## config.mk

```make
export PLATFORM = sky130hd
export DESIGN_NAME = spike_event_encoder
export DESIGN_NICKNAME = d
export VERILOG_FILES = /design/src/rtl/spike_event_encoder.sv
export SDC_FILE = /design/constraint.sdc
export NUM_CORES = 2
export LEC_CHECK = 0
export BUFFER_PORTS_ARGS = -buffer_cell sky130_fd_sc_hd__buf_2
export CAP_MARGIN = 30
export CORE_UTILIZATION = 30
export DETAILED_ROUTE_END_ITERATION = 7
export GPL_ROUTABILITY_DRIVEN = 0
export PLACE_DENSITY = 0.55
export SYNTH_ARGS = -nofsm -noshare
export SYNTH_HDL_FRONTEND = slang
export SYNTH_SLANG_ARGS = --single-unit
```

## constraint.sdc

```tcl
create_clock -name clk -period 5 [get_ports clk]
set_clock_uncertainty 0.05 [all_clocks]
set_input_delay 0 -clock clk [delete_from_list [all_inputs] [get_ports clk]]
set_output_delay 0 -clock clk [all_outputs]
set_load 0.05 [all_outputs]
```

## src/rtl/spike_event_encoder.sv

```systemverilog
// spike_event_encoder
//   Watches a time-multiplexed membrane stream (one neuron sample per valid
//   cycle), detects upward threshold crossings per neuron, stamps each
//   crossing with the current simulation step and queues the resulting
//   address-event record in a first-word fall-through FIFO.
//
// Ports
//   clk         system clock
//   rst         asynchronous active-low reset (release is synchronised)
//   in_valid    sample valid, at most one per cycle, no backpressure
//   in_id       neuron index of the sample
//   in_v        signed membrane potential of the sample
//   threshold   signed spike threshold, quasi-static
//   ev_valid    FIFO head holds an event
//   ev_ready    consumer accepts the head this cycle
//   ev_id       neuron id of the head event (0 when empty)
//   ev_ts       step timestamp of the head event (0 when empty)
//   fifo_count  occupied FIFO entries
//   drop_count  events lost to a full FIFO, saturating
//   step_count  completed simulation steps, wraps
module spike_event_encoder #(
  parameter int NEURON_COUNT = 500,
  parameter int DATA_WIDTH   = 16,
  parameter int TS_WIDTH     = 16,
  parameter int FIFO_DEPTH   = 16
) (
  input  logic                            clk,
  input  logic                            rst,
  input  logic                            in_valid,
  input  logic [$clog2(NEURON_COUNT)-1:0] in_id,
  input  logic [DATA_WIDTH-1:0]           in_v,
  input  logic [DATA_WIDTH-1:0]           threshold,
  output logic                            ev_valid,
  input  logic                            ev_ready,
  output logic [$clog2(NEURON_COUNT)-1:0] ev_id,
  output logic [TS_WIDTH-1:0]             ev_ts,
  output logic [$clog2(FIFO_DEPTH):0]     fifo_count,
  output logic [15:0]                     drop_count,
  output logic [TS_WIDTH-1:0]             step_count
);

  localparam int ID_W  = $clog2(NEURON_COUNT);
  localparam int AW    = $clog2(FIFO_DEPTH);
  localparam int CNT_W = AW + 1;
  localparam int REC_W = ID_W + TS_WIDTH;

  // Compare against NEURON_COUNT one bit wider than the id so the range
  // check also works when NEURON_COUNT is a power of two.
  localparam logic [ID_W:0]     N_EXT   = (ID_W + 1)'(NEURON_COUNT);
  localparam logic [ID_W-1:0]   LAST_ID = ID_W'(NEURON_COUNT - 1);
  localparam logic [CNT_W-1:0]  FULL_N  = CNT_W'(FIFO_DEPTH);

  // ---------------------------------------------------------------------
  // Reset release: a single flop that goes high one edge after rst rises,
  // so the first sample is taken on the second rising edge.
  // ---------------------------------------------------------------------
  logic run_q;

  always_ff @(posedge clk or negedge rst) begin
    if (!rst) begin
      run_q <= 1'b0;
    end else begin
      run_q <= 1'b1;
    end
  end

  // ---------------------------------------------------------------------
  // Crossing detection
  // ---------------------------------------------------------------------
  logic [NEURON_COUNT-1:0] flags;
  logic                    in_range;
  logic                    accept;
  logic                    above;
  logic                    flag_cur;
  logic                    spike;
  logic                    last_sample;

  assign in_range    = ({1'b0, in_id} < N_EXT);
  assign accept      = run_q && in_valid && in_range;
  assign above       = ($signed(in_v) >= $signed(threshold));
  assign flag_cur    = in_range ? flags[in_id] : 1'b0;
  assign spike       = accept && above && !flag_cur;
  assign last_sample = accept && (in_id == LAST_ID);

  // One flop per neuron: the whole bitmap must clear on reset, so it
  // cannot live in block RAM.
  generate
    for (genvar gi = 0; gi < NEURON_COUNT; gi++) begin : g_flag
      always_ff @(posedge clk or negedge rst) begin
        if (!rst) begin
          flags[gi] <= 1'b0;
        end else if (accept && (in_id == ID_W'(gi))) begin
          flags[gi] <= above;
        end
      end
    end
  endgenerate

  // ---------------------------------------------------------------------
  // Step counter: the last neuron's sample closes a step; its event keeps
  // the pre-increment value because the FIFO write uses the old count.
  // ---------------------------------------------------------------------
  always_ff @(posedge clk or negedge rst) begin
    if (!rst) begin
      step_count <= '0;
    end else if (last_sample) begin
      step_count <= step_count + 1'b1;
    end
  end

  // ---------------------------------------------------------------------
  // Event FIFO
  // ---------------------------------------------------------------------
  logic [REC_W-1:0] mem [FIFO_DEPTH];
  logic [AW-1:0]    wr_ptr;
  logic [AW-1:0]    rd_ptr;
  logic [CNT_W-1:0] count;
  logic             full;
  logic             pop;
  logic             push;
  logic             drop;
  logic [REC_W-1:0] head;

  assign ev_valid = (count != '0);
  assign full     = (count == FULL_N);
  assign pop      = ev_valid && ev_ready;
  // A pop on the same edge frees the slot, so a full FIFO still accepts.
  assign push     = spike && (!full || pop);
  assign drop     = spike && full && !pop;

  // Storage has no reset; outputs are masked while the FIFO is empty.
  always_ff @(posedge clk) begin
    if (push) begin
      mem[wr_ptr] <= {in_id, step_count};
    end
  end

  always_ff @(posedge clk or negedge rst) begin
    if (!rst) begin
      wr_ptr <= '0;
      rd_ptr <= '0;
      count  <= '0;
    end else begin
      if (push) begin
        wr_ptr <= wr_ptr + 1'b1;
      end
      if (pop) begin
        rd_ptr <= rd_ptr + 1'b1;
      end
      if (push && !pop) begin
        count <= count + 1'b1;
      end else if (pop && !push) begin
        count <= count - 1'b1;
      end
    end
  end

  always_ff @(posedge clk or negedge rst) begin
    if (!rst) begin
      drop_count <= '0;
    end else if (drop && (drop_count != 16'hFFFF)) begin
      drop_count <= drop_count + 16'd1;
    end
  end

  assign head       = mem[rd_ptr];
  assign ev_id      = ev_valid ? head[REC_W-1:TS_WIDTH] : '0;
  assign ev_ts      = ev_valid ? head[TS_WIDTH-1:0] : '0;
  assign fifo_count = count;

endmodule
```

==> flow_metrics.env <==
export IMPL_p_seq_share_pct=42.7
export IMPL_io_buffers=107
export IMPL_hold_end="mem[12][16]$_DFFE_PP_"
export IMPL_endpoint_kind="register"
export IMPL_dp_hpwl_um=71100
export IMPL_path_clk_slew_ps=60
export IMPL_area_growth_pct=16.3
export IMPL_p_leak_nw=18.9
export IMPL_tightest_slew_ps=1120
export IMPL_drv_cap=0
export IMPL_grt_pass1_vias=27300
export IMPL_critPathRequiredTime_ps=5520
export IMPL_htreeDepth=3
export IMPL_path_cells="dlygate4sd3_1 -> buf_2 -> nor2b_4 -> buf_4 -> a22oi_1 -> nand2_1 -> o22ai_1 -> o21ai_1 -> nand3_1 -> a2111oi_4 -> nand3_4 -> inv_2 -> ha_1 -> inv_1 -> ha_1 -> a21o_1 -> a21oi_1 -> xnor2_1 -> nor2_1 -> xor2_1"
export IMPL_swShare_pct=30.0
export IMPL_drive_above_1_share_pct=17.7
export IMPL_pwr_share_clk_pct=37.4
export IMPL_antenna_found_initial=4
export IMPL_syn_num_nets=3451
export IMPL_p_int_w=0.0142
export IMPL_tns_ps=0
export IMPL_clockBufferDepth=3
export IMPL_fin_crit_ps=4420
export IMPL_grt_util_met3_pct=2.80
export IMPL_power_density_nw_per_um2=415
export IMPL_grt_max_degree=206
export IMPL_pwr_share_comb_pct=19.9
export IMPL_syn_cell_area_um2=41900
export IMPL_crit_path_start_kind="primary input"
export IMPL_critical_path_max_stage_delay_ps=680
export IMPL_ant_nets=0
export IMPL_muxShareOfSynthArea_pct=13.5
export IMPL_cts_sinks=946
export IMPL_hold_violations=0
export IMPL_cts_setup_buffers=0
export IMPL_r2r_cells=17
export IMPL_vias=28100
export IMPL_first_pass_iters=5
export IMPL_synth_compound_area_share_pct=12.3
export IMPL_hold_depth=2
export IMPL_gr_total_overflow=0
export IMPL_yosys_warnings=0
export IMPL_synth_xor_area_share_pct=0.857
export IMPL_io_pin_count=108
export IMPL_yosys_area_share_simple_pct=8.11
export IMPL_vias_per_cell=5.22
export IMPL_peakVddDrop_v=0.000457
export IMPL_die_h_um=376
export IMPL_grt_pass1_wl_um=179000
export IMPL_fp_dieW_um=376
export IMPL_ff2ff_setup_slack_ps=920
export IMPL_met1_usage_pct=23.7
export IMPL_timing_rr_start="flags[319]$_DFFE_PN0P_"
export IMPL_drc_errors=0
export IMPL_criticalPathCategory="primary input to register"
export IMPL_slowest_stage="nor2b_4"
export IMPL_rsz0062_at_grt="false"
export IMPL_ctsResizeCount=0
export IMPL_synth_cell_types=60
export IMPL_placementRows=136
export IMPL_synth_seq_cells=946
export IMPL_seq_area_frac_synth_pct=61.3
export IMPL_switchingPower_w=0.00606
export IMPL_ys_async_sr_fraction_pct=57.7
export IMPL_core_um2=138000
export IMPL_setup_viol=0
export IMPL_syn_instance_count=3378
export IMPL_cts_tree="built"
export IMPL_wl_per_cell_um=21.9
export IMPL_min_from="in_id[0]"
export IMPL_rr_endpoint="fifo_count[4]$_DFFE_PN0P_"
export IMPL_path_common_cell="ha_1"
export IMPL_post_route_util_pct=35.3
export IMPL_hold_path_class="primary input to register"
export IMPL_drv_slew=0
export IMPL_grt_busiest_layer="met2"
export IMPL_start_util_pct=30.4
export IMPL_slew_headroom_pct=25.5
export IMPL_synth_edf_count=400
export IMPL_outcome="finished, final reports clean"
export IMPL_numCtsBuffers=97
export IMPL_met2_usage_pct=25.8
export IMPL_drt_total_wl_um=118000
export IMPL_crit_fanout=18
export IMPL_fillers=13400
export IMPL_synth_ff_type="dfrtp_1"
export IMPL_synth_top_family_by_area="multiplexers"
export IMPL_worstPathArrival_ps=4930
export IMPL_cts_root_buf="clkbuf_16"
export IMPL_grt_usage_pct=16.5
export IMPL_drtIter0Drc=2858
export IMPL_synth_adder_area_share_pct=0.854
export IMPL_avgSynthCellArea_um2=12.4
export IMPL_clk_latency_ps=690
export IMPL_die_area_um2=141000
export IMPL_timing_fmax_mhz=226
export IMPL_nets=3504
export IMPL_hold_buffers=11
export IMPL_period_share_pct=88.3
worst max-delay path by stage:
stage,start,slack (ps),endpoint,cells after the start
floorplan,in_id[1],380,mem[11][0]$_DFFE_PP_,13
global placement,in_id[0],460,fifo_count[4]$_DFFE_PN0P_,18
detailed placement,in_id[0],470,fifo_count[4]$_DFFE_PN0P_,19
CTS,in_id[2],650,fifo_count[4]$_DFFE_PN0P_,19
global route,in_id[2],460,fifo_count[4]$_DFFE_PN0P_,20
finish,in_id[2],580,fifo_count[4]$_DFFE_PN0P_,20
layer usage:
| layer | part of all wire [%] | vias to the layer above |
|---|---|---|
| li1 | - | 12700 |
| met1 | 46 | 14300 |
| met2 | 46 | 835 |
| met3 | 6.1 | 174 |
| met4 | 2.2 | 4 |
| met5 | 0.023 | - |
layout by cell type (no fill, tap or decap), types with 17 or more instances in the layout:
master and count:
dfrtp_1 543, a22oi_1 61, edfxtp_1 400, and3_1 18, nor2_1 489, nand4_1 24
xnor2_1 33, nor2_4 17, mux2i_1 154, buf_12 18, mux4_2 178, ha_1 27
nand2_1 92, inv_1 26, and2_1 29, clkbuf_1 24, clkbuf_16 97, a31oi_1 266
nand3_1 54, o21ai_0 19, buf_4 90, buf_2 104, a21oi_1 518
worst max-delay path: cells and delay by family:
kind / cells / cell delay (ps)
fa+ha+maj: 2 / 530
xor+xnor: 2 / 290
buf+inv: 5 / 1490
compound gates: 6 / 1310
simple gates: 5 / 1300
logic make-up (layout without fill, tap and decap cells):
| kind of cell | after synthesis | in the layout |
|---|---|---|
| adders and majority gates | 28 | 28 |
| other | 1 | 2 |
| AOI/OAI and AO/OA | 906 | 906 |
| and+or+nand+nor | 798 | 798 |
| DFF | 946 | 946 |
| xor gates and xnor gates | 41 | 41 |
| buffers and inverters | 318 | 455 |
| muxes | 340 | 340 |
registers in the layout (all words and copies together) (netlist names):
name,flops
wr_ptr,4
fifo_count,5
rd_ptr,4
mem,400
drop_count,16
step_count,16
run_q,1
flags,500
cell usage after synthesis (all sizes together), types with 2 or more instances:
master / instances / share of area (%)
buf: 65 / 0.87
nor3: 18 / 0.21
edfxtp: 400 / 29
nor4: 6 / 0.090
a31oi: 266 / 4.0
nor2b: 11 / 0.16
o21ai: 21 / 0.25
xnor2: 33 / 0.69
mux2: 7 / 0.19
and3: 18 / 0.27
a21oi: 519 / 6.2
inv: 28 / 0.25
a21o: 8 / 0.14
clkbuf: 225 / 2.0
o22ai: 3 / 0.045
xor2: 8 / 0.17
and2: 32 / 0.48
a2111oi: 4 / 0.13
a22oi: 61 / 1.1
nand4: 24 / 0.36
a211oi: 4 / 0.072
nand2b: 12 / 0.18
nand2: 92 / 0.82
dfrtp: 546 / 33
nor2: 521 / 4.7
nand3b: 2 / 0.036
nand3: 56 / 0.71
mux4: 179 / 9.6
mux2i: 154 / 3.7
ha: 27 / 0.81
or2: 2 / 0.030
o31ai: 9 / 0.16
power by group through the flow:
stage               Clock, W  Combinational [W]  Sequential, W
floorplan                  0            0.00295        0.00864
global placement           0            0.00404        0.00880
detailed placement         0            0.00406        0.00881
CTS                  0.00770            0.00408        0.00866
global route         0.00800            0.00429        0.00869
finish               0.00756            0.00403        0.00864
through the flow:
step | setup slack (ps) | hold slack, ps | total power (W) | cells | cell area [um2]
2_1_floorplan | 382 | -346 | 0.0116 | 3378 | 41900
3_3_place_gp | 462 | 39.8 | 0.0128 | 5165 | 44900
3_5_place_dp | 466 | 37.2 | 0.0129 | 5182 | 45200
4_1_cts | 655 | 32.8 | 0.0204 | 5376 | 48700
5_1_grt | 463 | 67.9 | 0.0210 | 5379 | 48700
6_report | 585 | 38.3 | 0.0202 | 5379 | 48700
area by class of cell:
type / count / area [um2] / share of cell area [%]
Inverter: 28 / 105 / 0.216
Multi-Input combinational cell: 2114 / 15200 / 31.2
Tap cell: 1863 / 2330 / 4.78
Sequential cell: 946 / 25700 / 52.7
Clock buffer: 130 / 2640 / 5.42
Clock inverter: 53 / 694 / 1.42
Antenna cell: 1 / 2.50 / 0.00513
Timing Repair Buffer: 244 / 2090 / 4.30
Power figures use the tool's default switching activity.
